**config.mk**
```make
export PLATFORM = sky130hd
export DESIGN_NAME = seq_trig_arm
export DESIGN_NICKNAME = d
export VERILOG_FILES = /design/src/rtl/seq_trig_arm.sv
export SDC_FILE = /design/constraint.sdc
export NUM_CORES = 1
export LEC_CHECK = 0
export CORE_ASPECT_RATIO = 0.7
export CORE_MARGIN = 3
export CORE_UTILIZATION = 39
export DETAILED_ROUTE_END_ITERATION = 8
export PLACE_DENSITY = 0.69
export SETUP_SLACK_MARGIN = 0.3
export SLEW_MARGIN = 20
export SYNTH_ARGS = -nofsm -noshare
export SYNTH_HDL_FRONTEND = slang
export SYNTH_SLANG_ARGS = --single-unit
```
**constraint.sdc**
```tcl
create_clock -name clk -period 1.28 [get_ports clk]
set_input_delay 0.256 -clock clk [delete_from_list [all_inputs] [get_ports clk]]
set_output_delay 0.256 -clock clk [all_outputs]
set_load 0.05 [all_outputs]
```
**src/rtl/seq_trig_arm.sv**
```systemverilog
// Multi-channel "a ##DLY b" sequence detector with an arming FSM
// (match, ready, settle, match, arm) that gates a capture register.
module seq_trig_arm #(
    parameter int NCH    = 4,
    parameter int DLY    = 2,
    parameter int SETTLE = 5,
    parameter int W      = 8
) (
    input  logic           clk,
    input  logic           rst,
    input  logic [NCH-1:0] a,
    input  logic [NCH-1:0] b,
    input  logic           rdy,
    input  logic           clr,
    input  logic [W-1:0]   din,
    output logic [NCH-1:0] e,
    output logic           f,
    output logic [W-1:0]   h,
    output logic           enb,
    output logic [2:0]     state
);

    typedef enum logic [2:0] {
        ST_SEQ    = 3'd0,
        ST_GAP    = 3'd1,
        ST_RDY    = 3'd2,
        ST_SETTLE = 3'd3,
        ST_TRIG   = 3'd4,
        ST_ARMP   = 3'd5,
        ST_ARMED  = 3'd6
    } state_t;

    // A zero-length settle still needs a legal counter width.
    localparam int CW = (SETTLE > 0) ? $clog2(SETTLE + 1) : 1;
    localparam logic [CW-1:0] CNT_LOAD = (SETTLE > 0) ? CW'(SETTLE - 1) : '0;

    state_t                    state_q, state_d;
    logic [CW-1:0]             cnt_q, cnt_d;
    logic [DLY-1:0][NCH-1:0]   sr_q, sr_d;
    logic [NCH-1:0]            e_q, e_d;
    logic                      f_q, f_d;
    logic                      enb_q, enb_d;
    logic [W-1:0]              h_q, h_d;
    logic [NCH-1:0]            match;
    logic                      any_match;

    assign match     = sr_q[DLY-1] & b;
    assign any_match = |match;

    always_comb begin
        sr_d    = sr_q;
        sr_d[0] = a;
        for (int unsigned k = 1; k < DLY; k++) begin
            sr_d[k] = sr_q[k-1];
        end
        e_d = e_q ^ match;
    end

    always_comb begin
        state_d = state_q;
        cnt_d   = cnt_q;
        f_d     = f_q;
        enb_d   = enb_q;
        h_d     = h_q;
        if (clr) begin
            state_d = ST_SEQ;
            enb_d   = 1'b0;
        end else begin
            if (enb_q) begin
                h_d = din;
            end
            case (state_q)
                ST_SEQ:    if (any_match) state_d = ST_GAP;
                ST_GAP:    state_d = ST_RDY;
                ST_RDY: begin
                    if (rdy) begin
                        f_d = ~f_q;
                        if (SETTLE == 0) begin
                            state_d = ST_TRIG;
                        end else begin
                            state_d = ST_SETTLE;
                            cnt_d   = CNT_LOAD;
                        end
                    end
                end
                ST_SETTLE: begin
                    if (cnt_q == '0) begin
                        state_d = ST_TRIG;
                    end else begin
                        cnt_d = cnt_q - CW'(1);
                    end
                end
                ST_TRIG:   if (any_match) state_d = ST_ARMP;
                ST_ARMP: begin
                    state_d = ST_ARMED;
                    enb_d   = 1'b1;
                end
                ST_ARMED:  enb_d = 1'b1;
                default:   state_d = ST_SEQ;
            endcase
        end
    end

    always_ff @(posedge clk or posedge rst) begin
        if (rst) begin
            state_q <= ST_SEQ;
            cnt_q   <= '0;
            sr_q    <= '0;
            e_q     <= '0;
            f_q     <= 1'b0;
            enb_q   <= 1'b0;
            h_q     <= '0;
        end else begin
            state_q <= state_d;
            cnt_q   <= cnt_d;
            sr_q    <= sr_d;
            e_q     <= e_d;
            f_q     <= f_d;
            enb_q   <= enb_d;
            h_q     <= h_d;
        end
    end

    assign e     = e_q;
    assign f     = f_q;
    assign h     = h_q;
    assign enb   = enb_q;
    assign state = state_q;

endmodule
```
Word-level counts from Yosys, hierarchy flattened. Cells that the tools add are included. W data, S select, Z words.

Add/subtract/negate cells: 1. Eq/ne operators: 13. Multiplexer cells: 11. Bitwise gates (word level): 4. Reduce and logical (&&, ||, !) cells: 10.

Operators by type and width (count): $mux W3 (7); $pmux W3 S7 (1); $ne A3 B3 Y1 const B (4); $eq A3 B3 Y1 const B (3); $eq A3 B2 Y1 const B (2); $logic_not A3 Y1 (2); $ne A2 B2 Y1 const B (3); $pmux W3 S2 (1); $reduce_and A5 Y1 (1); $and A4 B4 Y4 (1); $reduce_and A4 Y1 (1); $reduce_bool A2 Y1 (2); $reduce_or A4 Y1 (1); $xor A4 B4 Y4 (1); $eq A3 B1 Y1 const B (1); $reduce_and A3 Y1 (1); $sub A3 B1 Y3 const B (1); $mux W1 (2); $not A1 Y1 (2); $reduce_and A2 Y1 (1); $reduce_or A2 Y1 (1).

Bits in registers: 28. Logic and storage cells: 47.

Depth between registers and ports, before layout. Gate-level depths: netlist (run 1).

Word-level depth: 5. Gate-level depth with buffers: 6.

Worst setup path after synthesis (run 1). Ideal clock, no wire load.

Kind: register -> register. Start: reg state_q[1], in the netlist state[1]. End: reg cnt_q[1]. Data arrival time: 1.381 ns. Data required time: 1.159 ns. Setup slack: -0.222 ns. Stages on the path, launching flop included: 4. Buffers on the path: 0. Period minus slack after synthesis: 1.502 ns. Path through: dfrtp_1 nor3b_4 o21ai_1 a22o_1.

Cells in the longest elaborated chain, start to end: 3. Elaborated cells on any way between the ends: 7. Classes of those cells: eq/ne (4); mux (1); reduce/logical (2).

Ends and longest elaborated chain: start: declaration (RTL line 37) `state_t state_q, state_d;`; start signal: assignment (RTL line 114) `state_q <= state_d;`; $eq A3 B2 Y1 (RTL line 72) `case (state_q)`; $ne A2 B2 Y1 (no line) or $reduce_bool A2 Y1 (tied branches); $reduce_and A4 Y1 (no line); end signal: assignment (RTL line 115) `cnt_q <= cnt_d;`; end: declaration (RTL line 38) `logic [CW-1:0] cnt_q, cnt_d;`.

Parallel ways exist; a longest one is shown, timed or not. A chain may end at the register's enable or synchronous reset.

Final worst setup path (run 1).
Start: reg state_q[2], in the netlist state[2]. End: reg cnt_q[1].

The elaborated chain is that of the path after synthesis.

==> results.yml, run 1 <==
layout:
  drive_gt1_share_pct: 51.0
  stdcell_area_sq_um: 2070
  diodes: 0
  utilization_pct: 80.3
  multi_input_area_sq_um: 520
  fillCellCount: 124
  nets: 168
  seq_area_sq_um: 706
  area_growth_pct: 88.3
floorplanning:
  floorplan.die.height_microns: 50.4
  die-width_microns: 69.4
  ios: 37
  die_area_sq_um: 3500
  num_rows: 15
  initial_utilization_pct: 42.7
  core-area_sq_um: 2570
synthesis:
  synth-edff-count: 0
  postSynth.asyncResetShare_pct: 100
  yosys_warnings: 0
  synth_seq_area_share_pct: 63.9
  synth_commonest_cells: "dfrtp_1, mux2_1, nand2_1"
  synth_seq_cells: 28
  postSynthAreaPerCell_sq_um: 12.8
  synth_flop_cell: "dfrtp_1"
  syn_inst: 86
  synth_top_cell_by_area: "dfrtp_1"
  syn_nets: 108
  synth_area_leaders: "dfrtp_1, mux2_1, xnor2_1"
  synth_top_area_share_pct: 63.9
  ys_types: 22
  syn-cell-area_sq_um: 1100
  synth_most_common_cell: "dfrtp_1"
setup_path:
  cp_max_fo: 5
  crit_type: "register to register"
  startpoint_type: "register"
  cp-end-kind: "register"
  critPathArrivalTime_ps: 1430
  critPathRequiredTime_ps: 1450
power:
  p_int_mw: 2.34
  vdd_drop_max_uv: 855
  combPwrFrac_pct: 51.2
  p_sw_mw: 1.29
  power.density_nw_per_um2: 1760
  clkPwrFrac_pct: 14.9
  pwr-share-seq_pct: 33.9
  p_leak_nw: 0.912
  p_total_mw: 3.63
  swShare_pct: 35.6
detailed_routing:
  avgViaCountPerCell: 4.84
  wirelength_microns: 2850
  drc_errors: 0
  antenna_left: 0
  drt_pre_antenna_iters: 4
  via_count: 867
  drt_iter0_drc: 48
  wire_per_inst_microns: 15.9
outcome:
  status: "complete, no violations"
sta:
  fin_skew_ps: 5.06
  relSlewSlack_pct: 82.1
  fin_crit_ps: 1260
  tightest_slew_ps: 268
  rsz0062_at_grt: "yes"
  setup_viol: 0
  fin_crit_sh_pct: 98.1
  final_max_slew_viol_count: 0
  holdWs_ps: 311
  fmax_mhz: 797
  hold_viol: 0
clock_network:
  clk_pin_slew_ps: 90
  cts_tree: "built"
  root_buffer: "clkbuf_8"
  clock_tree.htree_level_count: 1
  clock-sinks: 28
  ctsLongestPathBuffers: 2
  clk_latency_ps: 270
  cts_buffers: 3
global_routing:
  antenna_found_initial: 0
  grt_first_pass_wirelength_microns: 4620
  grt_pass1_vias: 936
  globalRoute.totalOverflow: 0
  groute.usage.overall_pct: 17.6
  grt_max_degree: 29
placement:
  postPlaceCellArea_sq_um: 1760
  portBuffers: 36
  hpwl_microns: 1760
  place_congestion: 0.836
worst_hold_path:
  hold_class: "input pin to asynchronous set/reset pin"
job:
  drv_cap: 0
-- final timing paths --
path | start | end | slack [ps] | cells past startpoint
worst min register to register | sr_d[6] | sr_q[6] | 350 | 0
worst max register to register | state[2] | cnt_q[1] | 20 | 3
worst max-delay path | state[2] | cnt_q[1] | 20 | 3
min in group clk | sr_d[6] | sr_q[6] | 350 | 0
worst min-delay path | rst | e[3] | 310 | 3
max in group asynchronous | rst | enb | 800 | 3
-- per-layer routing --
metal | up-vias | wire, microns | global-route usage, %
met5 | - | 0 | 0
met4 | 0 | 57 | 5.19
met3 | 6 | 158 | 6.40
met2 | 34 | 1390 | 28.8
met1 | 417 | 1250 | 21.9
li1 | 410 | - | -
-- logic make-up (layout without fill, tap and decap cells) --
logic type	Yosys count	after routing	share of synthesized area, %
flops	28	28	63.9
buf+inv	5	64	1.94
fa+ha+maj	2	2	2.28
simple gates	23	23	10.6
compound gates	14	14	8.32
xor+xnor	6	6	4.79
mux	8	8	8.21
-- power groups by stage --
stage	logic [mW]	registers, mW	clock network, mW
2_1_floorplan	0.303	1.65	0
3_3_place_gp	1.46	1.27	0
3_5_place_dp	1.49	1.27	0
4_1_cts	1.75	1.24	0.555
5_1_grt	1.93	1.25	0.607
6_report	1.86	1.23	0.539
-- layout make-up --
class	instances	area share [%]
Clock buffer	4	2.67
Inverter	3	0.545
Multi-Input combinational cell	53	25.2
Sequential cell	28	34.2
Tap cell	34	2.06
Timing Repair Buffer	57	35.4
-- stage by stage --
step,TNS (ps),instances,setup WS [ps]
floorplan,-42.2,86,-12.1
global placement,-3250,161,-283
detailed placement,-3370,161,-293
CTS,0,175,56.0
global route,-66.9,179,-26.1
finish,0,179,24.9
-- flip-flops by register name, summed over array words and instances (netlist names) --
signal	cells
h	8
e	4
sr_d	4
sr_q	4
cnt_q	3
state	3
enb	1
f	1
-- repair_timing --
action,in CTS,in global routing
buffers inserted,10,4
pin swaps,6,6
endpoints found under the setup margin,33,33
resized for setup,17,13
hold buffers,0,0
-- layout by cell type (no fill, tap or decap), drive strengths merged, types with 2 or more instances in the layout --
cell type / count
nor2: 7
clkbuf: 4
clkdlybuf4s50: 18
buf: 38
nand2b: 2
ha: 2
nand2: 8
xor2: 2
nor2b: 2
a22o: 2
dfrtp: 28
o21ai: 4
inv: 3
mux2: 8
a21oi: 3
xnor2: 4
nor3: 2
-- worst max-delay path: stages (launching register included) --
cell and delay (ps):
dfrtp_2 470, nor3b_4 300, o21ai_1 160, a22o_1 230
(Power assumes the default switching activity.)
==> inputs of run 2 (changes only) <==
--- a/config.mk
+++ b/config.mk
@@ -5,6 +5,7 @@
 export SDC_FILE = /design/constraint.sdc
 export NUM_CORES = 1
 export LEC_CHECK = 0
+export CAP_MARGIN = 40
 export CORE_ASPECT_RATIO = 0.7
 export CORE_MARGIN = 3
 export CORE_UTILIZATION = 39
==> results of run 2 <==
No change in the layout: final DEF, timing and power equal those of run 1.
